### config.mk
export PLATFORM = sky130hd
export DESIGN_NAME = vector_merge_group_sequencer
export DESIGN_NICKNAME = d
export VERILOG_FILES = /design/src/rtl/vector_merge_group_sequencer_pkg.sv /design/src/rtl/vector_writeback_tag_pipe.sv /design/src/rtl/vector_merge_group_sequencer.sv
export SDC_FILE = /design/constraint.sdc
export NUM_CORES = 1
export LEC_CHECK = 0
export CORE_AREA = 2 2 323 325
export CTS_BUF_LIST = sky130_fd_sc_hd__clkbuf_16
export DETAILED_ROUTE_END_ITERATION = 10
export DIE_AREA = 0 0 325 327
export HOLD_SLACK_MARGIN = 0.12
export PLACE_DENSITY = 0.32
export SYNTH_ARGS = -nofsm -noshare
export SYNTH_HDL_FRONTEND = slang
export SYNTH_SLANG_ARGS = --single-unit
### constraint.sdc
create_clock -name clock -period 5.6 [get_ports clock]
set_clock_uncertainty 0.1 [all_clocks]
set_input_delay 0.56 -clock clock [delete_from_list [all_inputs] [get_ports clock]]
set_output_delay 0.56 -clock clock [all_outputs]
set_load 0.1 [all_outputs]
### src/rtl/vector_merge_group_sequencer_pkg.sv
// Shared types for the vector merge group sequencer: FSM states, writeback tags,
// decoded op control and the LMUL-to-group-size decode.
package vector_merge_group_sequencer_pkg;

  localparam int NUM_VREGS       = 32;
  localparam int VRF_INDEX_WIDTH = $clog2(NUM_VREGS);

  typedef enum logic [1:0] {
    IDLE  = 2'd0,
    READ  = 2'd1,
    DRAIN = 2'd2,
    ERROR = 2'd3
  } merge_sequencer_state_t;

  typedef struct packed {
    logic                       valid;
    logic [VRF_INDEX_WIDTH-1:0] index;
    logic                       last;
  } writeback_tag_t;

  // Decoded merge-op control, carried opaquely to the merge unit.
  typedef struct packed {
    logic [3:0] merge_op;
    logic       vm;
    logic [2:0] frm;
    logic [1:0] sew;
  } execution_vector_t;

  // Registers per LMUL group; fractional LMUL still occupies one register, 0 flags reserved.
  function automatic logic [3:0] vlmul_to_group_size(input logic [2:0] vlmul);
    logic [3:0] group_size;
    case (vlmul)
      3'b000:  group_size = 4'd1;
      3'b001:  group_size = 4'd2;
      3'b010:  group_size = 4'd4;
      3'b011:  group_size = 4'd8;
      3'b100:  group_size = 4'd0;
      default: group_size = 4'd1;
    endcase
    return group_size;
  endfunction

endpackage

### src/rtl/vector_writeback_tag_pipe.sv
// Shift register of writeback tags that tracks each issued slice until its
// merge result is ready to be written back.
module vector_writeback_tag_pipe
  import vector_merge_group_sequencer_pkg::*;
#(
  parameter int DEPTH = 3
) (
  input  logic           clock,
  input  logic           reset_n,
  input  writeback_tag_t push_tag,
  output logic           head_valid,
  output writeback_tag_t tail_tag
);

  writeback_tag_t stage_reg [DEPTH];

  generate
    for (genvar gi = 0; gi < DEPTH; gi++) begin : g_stage
      if (gi == 0) begin : g_head
        always_ff @(posedge clock or negedge reset_n) begin
          if (!reset_n) begin
            stage_reg[gi] <= '0;
          end else begin
            stage_reg[gi] <= push_tag;
          end
        end
      end else begin : g_body
        always_ff @(posedge clock or negedge reset_n) begin
          if (!reset_n) begin
            stage_reg[gi] <= '0;
          end else begin
            stage_reg[gi] <= stage_reg[gi-1];
          end
        end
      end
    end
  endgenerate

  assign head_valid = stage_reg[0].valid;
  assign tail_tag   = stage_reg[DEPTH-1];

endmodule

### src/rtl/vector_merge_group_sequencer.sv
// Issue/writeback sequencer for the vector FP merge unit: walks an LMUL register
// group one slice per cycle and retires each result slice after the unit latency.
module vector_merge_group_sequencer
  import vector_merge_group_sequencer_pkg::*;
#(
  parameter int VLEN         = 128,
  parameter int UNIT_LATENCY = 2
) (
  input  logic                       clock,
  input  logic                       reset_n,
  input  logic                       issue_valid,
  output logic                       issue_ready,
  input  execution_vector_t          execution_vector,
  input  logic [2:0]                 vlmul,
  input  logic [VRF_INDEX_WIDTH-1:0] vs2_index,
  input  logic [VRF_INDEX_WIDTH-1:0] vs1_index,
  input  logic [VRF_INDEX_WIDTH-1:0] vd_index,
  output logic                       vrf_read_enable,
  output logic [VRF_INDEX_WIDTH-1:0] vrf_read_index_a,
  output logic [VRF_INDEX_WIDTH-1:0] vrf_read_index_b,
  input  logic [VLEN-1:0]            vrf_read_data_a,
  input  logic [VLEN-1:0]            vrf_read_data_b,
  output execution_vector_t          unit_execution_vector,
  output logic [VLEN-1:0]            unit_vs2,
  output logic [VLEN-1:0]            unit_vs1,
  input  logic [VLEN-1:0]            unit_vd,
  output logic                       vrf_write_enable,
  output logic [VRF_INDEX_WIDTH-1:0] vrf_write_index,
  output logic [VLEN-1:0]            vrf_write_data,
  output logic                       done,
  output logic                       error
);

  localparam int TAG_DEPTH = 1 + UNIT_LATENCY;

  merge_sequencer_state_t     state_reg, state_next;
  logic [3:0]                 slice_reg, slice_next;
  logic [3:0]                 group_size_reg;
  logic [VRF_INDEX_WIDTH-1:0] vs2_base_reg, vs1_base_reg, vd_base_reg;
  execution_vector_t          execution_vector_reg;

  logic                       accept;
  logic [3:0]                 issue_group_size;
  logic [VRF_INDEX_WIDTH-1:0] issue_align_mask;
  logic                       issue_aligned;
  logic [VRF_INDEX_WIDTH-1:0] slice_offset;
  logic                       last_slice;
  writeback_tag_t             push_tag;
  writeback_tag_t             tail_tag;
  logic                       operand_valid;

  // Base indices must be group-aligned so base+g never leaves the register file.
  assign issue_group_size = vlmul_to_group_size(vlmul);
  assign issue_align_mask = VRF_INDEX_WIDTH'(issue_group_size - 4'd1);
  assign issue_aligned    = (issue_group_size != 4'd0)
                          && ((vs2_index & issue_align_mask) == '0)
                          && ((vs1_index & issue_align_mask) == '0)
                          && ((vd_index  & issue_align_mask) == '0);

  assign slice_offset = VRF_INDEX_WIDTH'(slice_reg);
  assign last_slice   = (slice_reg == group_size_reg - 4'd1);

  always_comb begin
    state_next       = state_reg;
    slice_next       = slice_reg;
    accept           = 1'b0;
    issue_ready      = 1'b0;
    vrf_read_enable  = 1'b0;
    vrf_read_index_a = '0;
    vrf_read_index_b = '0;
    push_tag         = '0;
    done             = 1'b0;
    error            = 1'b0;

    case (state_reg)
      IDLE: begin
        issue_ready = 1'b1;
        if (issue_valid) begin
          accept     = 1'b1;
          slice_next = '0;
          state_next = issue_aligned ? READ : ERROR;
        end
      end
      READ: begin
        vrf_read_enable  = 1'b1;
        vrf_read_index_a = vs2_base_reg + slice_offset;
        vrf_read_index_b = vs1_base_reg + slice_offset;
        push_tag.valid   = 1'b1;
        push_tag.index   = vd_base_reg + slice_offset;
        push_tag.last    = last_slice;
        if (last_slice) begin
          slice_next = '0;
          state_next = DRAIN;
        end else begin
          slice_next = slice_reg + 4'd1;
        end
      end
      DRAIN: begin
        // Completion coincides with the final slice write.
        if (tail_tag.valid && tail_tag.last) begin
          done       = 1'b1;
          state_next = IDLE;
        end
      end
      ERROR: begin
        done       = 1'b1;
        error      = 1'b1;
        state_next = IDLE;
      end
      default: begin
        state_next = IDLE;
      end
    endcase
  end

  always_ff @(posedge clock or negedge reset_n) begin
    if (!reset_n) begin
      state_reg            <= IDLE;
      slice_reg            <= '0;
      group_size_reg       <= '0;
      vs2_base_reg         <= '0;
      vs1_base_reg         <= '0;
      vd_base_reg          <= '0;
      execution_vector_reg <= '0;
    end else begin
      state_reg <= state_next;
      slice_reg <= slice_next;
      if (accept) begin
        group_size_reg       <= issue_group_size;
        vs2_base_reg         <= vs2_index;
        vs1_base_reg         <= vs1_index;
        vd_base_reg          <= vd_index;
        execution_vector_reg <= execution_vector;
      end
    end
  end

  vector_writeback_tag_pipe #(
    .DEPTH (TAG_DEPTH)
  ) u_tag_pipe (
    .clock      (clock),
    .reset_n    (reset_n),
    .push_tag   (push_tag),
    .head_valid (operand_valid),
    .tail_tag   (tail_tag)
  );

  assign unit_execution_vector = execution_vector_reg;
  assign unit_vs2              = operand_valid ? vrf_read_data_a : '0;
  assign unit_vs1              = operand_valid ? vrf_read_data_b : '0;

  assign vrf_write_enable = tail_tag.valid;
  assign vrf_write_index  = tail_tag.valid ? tail_tag.index : '0;
  assign vrf_write_data   = tail_tag.valid ? unit_vd : '0;

endmodule

==> Implementation_results.wiki <==
{| class="wikitable"
! Metric !! Value
|-
| Required time of the critical path || 4.94 ns
|-
| Site row count || roughly 120
|-
| Hold bufs inserted after CTS || 0
|-
| Number of flops mapped to enable cells by yosys || 0
|-
| Critical path fanouts, max || 8
|-
| Port Buffer Count || 828
|-
| TritonCTS clock tree || done
|-
| Depth of the most critical reg-to-reg path || 6
|-
| Max Buffers Root-to-Sink || 2
|-
| Setup repair after global routing missed its margin || no
|-
| Placement Setup Slack || 2.03 ns
|-
| Via count of the first global-routing pass || a little under 9000
|-
| Fill cell count || 11700
|-
| Post-synth top flop || sky130_fd_sc_hd__dfrtp_1
|-
| Total power density per cell area || roughly 740 nW/um2
|-
| IR drop worst, VDD || 0.307 mV
|-
| Number of nets produced by synthesis || 1112
|-
| Wire per inst || 26.2 um
|-
| Grt total ovfl || 0
|-
| Total number of vias || 8246
|-
| # H-tree levels || 2
|-
| Transition time of the tightest slew-check pin || 1.12 ns
|-
| Kind of end point of the critical path || output pin
|-
| Width of the die || 325 um
|-
| Cells resized by post-CTS repair || 0
|-
| Pin count of the biggest net entering global routing || 137
|-
| Ys async rst share || 100%
|-
| Clk sinks || 56
|-
| Clock latency on the worst-skew pair || 0.31 ns
|-
| Count of nets left with antenna violations after detail routing || 0
|-
| Initial standard-cell utilization of the core || 5.02%
|-
| Class of the most critical setup path || reg2out
|-
| Global-route total usage across every layer || a little over an eighth
|-
| Proportion of layout cells with a drive suffix above 1 || 5.03%
|-
| Floorplan die height || ~330 um
|-
| Share of synthesized area occupied by flip-flops and latches || 27.1%
|-
| Max-cap check violation count || 0
|-
| Fraction of met3 tracks used by global routing || between 10 and 15%
|-
| Arr. time, crit path || 3.24 ns
|-
| Global routing met2 resource utilization || between 20% and 30%
|-
| Leakage power figure || 0.00575 uW
|-
| Setup slack after layout || 1.70 ns
|-
| Max-slew violation count || 0
|-
| Post-synthesis instance area || approximately 5200 um2
|-
| Combined area of the multi-input logic cells || 3530 um2
|-
| Worst reg2reg path startpoint || slice_reg[0]
|-
| Final period util || roughly 70%
|-
| Hold depth || 0
|-
| Area growth from synthesis to layout || 192%
|-
| Setup crit start kind || register
|-
| Worst reg2reg path endpoint || u_tag_pipe.stage_reg[19]
|-
| Hold WC Path Type || reg2reg
|-
| Setup slack of the most critical reg-to-reg path || 3.59 ns
|-
| Global-route track usage on met1 || between 10% and 20%
|-
| Number of antenna violations at the first check in global routing || 88
|-
| Setup repair bufs after CTS || 0
|-
| Count of final setup violators || 0
|-
| Number of detailed-route iterations in the first pass || 7
|-
| Fmax || 257 MHz
|-
| Number of flip-flops in the largest register || 13
|-
| Status || complete, no violations
|-
| Detailed Route WL || 75.1 mm
|-
| Number of vias per cell after detailed routing || 2.87
|-
| Layer with the highest usage || met2
|-
| Total Die Area || 106000 um2
|-
| Worst-path clk slew || 0.09 ns
|-
| Post-synthesis register bit count || 56
|-
| Starting DRT DRC Count || around 300
|-
| Number of standard cells after synthesis || 680
|-
| Endpoints failing hold || 0
|-
| Worst min-delay path endpoint || u_tag_pipe.tail_tag[5]
|-
| Global-route wire length before repair || around 94 mm
|-
| Register area || 1410 um2
|-
| Worst relative slew slack || approximately a quarter
|-
| Top Ports || 829
|-
| Tmin final || 3.90 ns
|-
| Summed negative setup slack over all endpoints || 0 ns
|-
| Core area || 103000 um2
|-
| Drc violations || 0
|-
| Final nets || 1902
|-
| Last weighted congestion value of the routability-driven placer || 0.915
|-
| Yosys warns || 0
|-
| Number of unique standard cell types used by synthesis || 39
|-
| Mean area per synthesized cell || 7.60 um2
|-
| Start point of the worst min-delay path || u_tag_pipe.stage_reg[12]
|-
| Total clock buffers created by CTS || 5
|-
| Root cell of the clock tree || sky130_fd_sc_hd__clkbuf_16
|-
| DPL Wire Length || 68.6 mm
|}
[metrics by stage]
stage / hold WS (ns) / area (um2) / utilization (%) / total power (uW) / std cells
2_1_floorplan: 0.164 / 5170 / - / 8150 / 680
3_3_place_gp: 0.232 / 14900 / 14.5 / 10900 / 2843
3_5_place_dp: 0.235 / 14900 / 14.5 / 10900 / 2843
4_1_cts: 0.256 / 15100 / 14.6 / 11300 / 2851
5_1_grt: 0.262 / 15100 / 14.6 / 11500 / 2854
6_report: 0.254 / 15100 / 14.7 / 11100 / 2870
[final cells by class]
class | instances | area share, %
inverter | 4 | 0.0994
timing repair buffer | 834 | 54.4
sequential | 56 | 9.33
clock buffer | 5 | 0.828
clock inverter | 3 | 0.224
multi-input combinational | 569 | 23.4
tap | 1380 | 11.4
antenna | 19 | 0.315
[power breakdown]
| part | switching, uW | total, uW | internal [uW] |
|---|---|---|---|
| registers | 315 | 881 | 566 |
| clock network | 185 | 359 | 173 |
| logic | 7710 | 9890 | 2180 |
[cells by family (layout without fill, tap and decap cells)]
kind of cell               after synthesis  in the layout  share of synthesized area (%)
AOI/OAI and AO/OA                       30             30                           4.04
xor gates and xnor gates                15             15                           2.54
adders and majority gates               17             17                           4.55
buffers and inverters                   55            846                           4.53
DFF                                     56             56                           27.1
muxes                                    1              1                          0.218
other                                    0             19                              0
and+or+nand+nor                        506            506                           57.0
[cell usage in the layout, fill, tap and decap left out, drive strengths merged, types with 4 or more instances in the layout]
cell | Yosys | routed
ha | 14 | 14
diode | 0 | 19
a21o | 8 | 8
o21ai | 4 | 4
xnor2 | 5 | 5
clkdlybuf4s50 | 0 | 777
nor2 | 15 | 15
buf | 8 | 57
nand2 | 81 | 81
nor3 | 4 | 4
dfrtp | 56 | 56
clkbuf | 43 | 5
xor2 | 10 | 10
and2 | 397 | 397
a21oi | 8 | 8
inv | 4 | 5
[synthesized netlist by cell type, types with 2 or more instances]
master                     instances  area, um2
sky130_fd_sc_hd__a21o_1            8       60.1
sky130_fd_sc_hd__a21oi_1           8       40.0
sky130_fd_sc_hd__a32o_1            2       20.0
sky130_fd_sc_hd__and2_1          397       2480
sky130_fd_sc_hd__buf_2             4       20.0
sky130_fd_sc_hd__buf_4             2       15.0
sky130_fd_sc_hd__buf_6             2       22.5
sky130_fd_sc_hd__clkbuf_1         43        161
sky130_fd_sc_hd__dfrtp_1          56       1400
sky130_fd_sc_hd__fa_1              3       60.1
sky130_fd_sc_hd__ha_1             14        175
sky130_fd_sc_hd__inv_1             3       11.3
sky130_fd_sc_hd__nand2_1          80        300
sky130_fd_sc_hd__nand2b_1          2       12.5
sky130_fd_sc_hd__nand3_1           2       10.0
sky130_fd_sc_hd__nor2_1           14       52.6
sky130_fd_sc_hd__nor3_1            4       20.0
sky130_fd_sc_hd__o21ai_1           2       10.0
sky130_fd_sc_hd__xnor2_1           5       43.8
sky130_fd_sc_hd__xor2_1           10       87.6
[per-layer routing]
| metal | vias to the layer above | wire length [um] |
|---|---|---|
| li1 | 3679 | - |
| met1 | 3801 | 27400 |
| met2 | 533 | 34000 |
| met3 | 141 | 12500 |
| met4 | 92 | 636 |
| met5 | - | 578 |
[worst max-delay path, cell delays in order, from the launching register on]
cell and delay, ns:
sky130_fd_sc_hd__dfrtp_1 0.50, sky130_fd_sc_hd__ha_1 0.30, sky130_fd_sc_hd__fa_1 0.41, sky130_fd_sc_hd__a21o_1 0.18
sky130_fd_sc_hd__a21oi_1 0.19, sky130_fd_sc_hd__xor2_1 0.10, sky130_fd_sc_hd__nor2_1 0.10, sky130_fd_sc_hd__clkdlybuf4s50_1 1.15
[worst max path at each step]
stage | startpoint | to | slack [ns] | cells past startpoint
floorplan | u_tag_pipe.tail_tag[6] | done | 2.14 | 4
global placement | slice_reg[0] | vrf_read_index_b[4] | 1.92 | 7
detailed placement | slice_reg[0] | vrf_read_index_b[4] | 2.03 | 7
CTS | slice_reg[0] | vrf_read_index_b[4] | 1.67 | 7
global route | slice_reg[0] | vrf_read_index_b[4] | 1.58 | 7
finish | slice_reg[0] | vrf_read_index_b[4] | 1.70 | 7
Power figures use the tool's default switching activity.
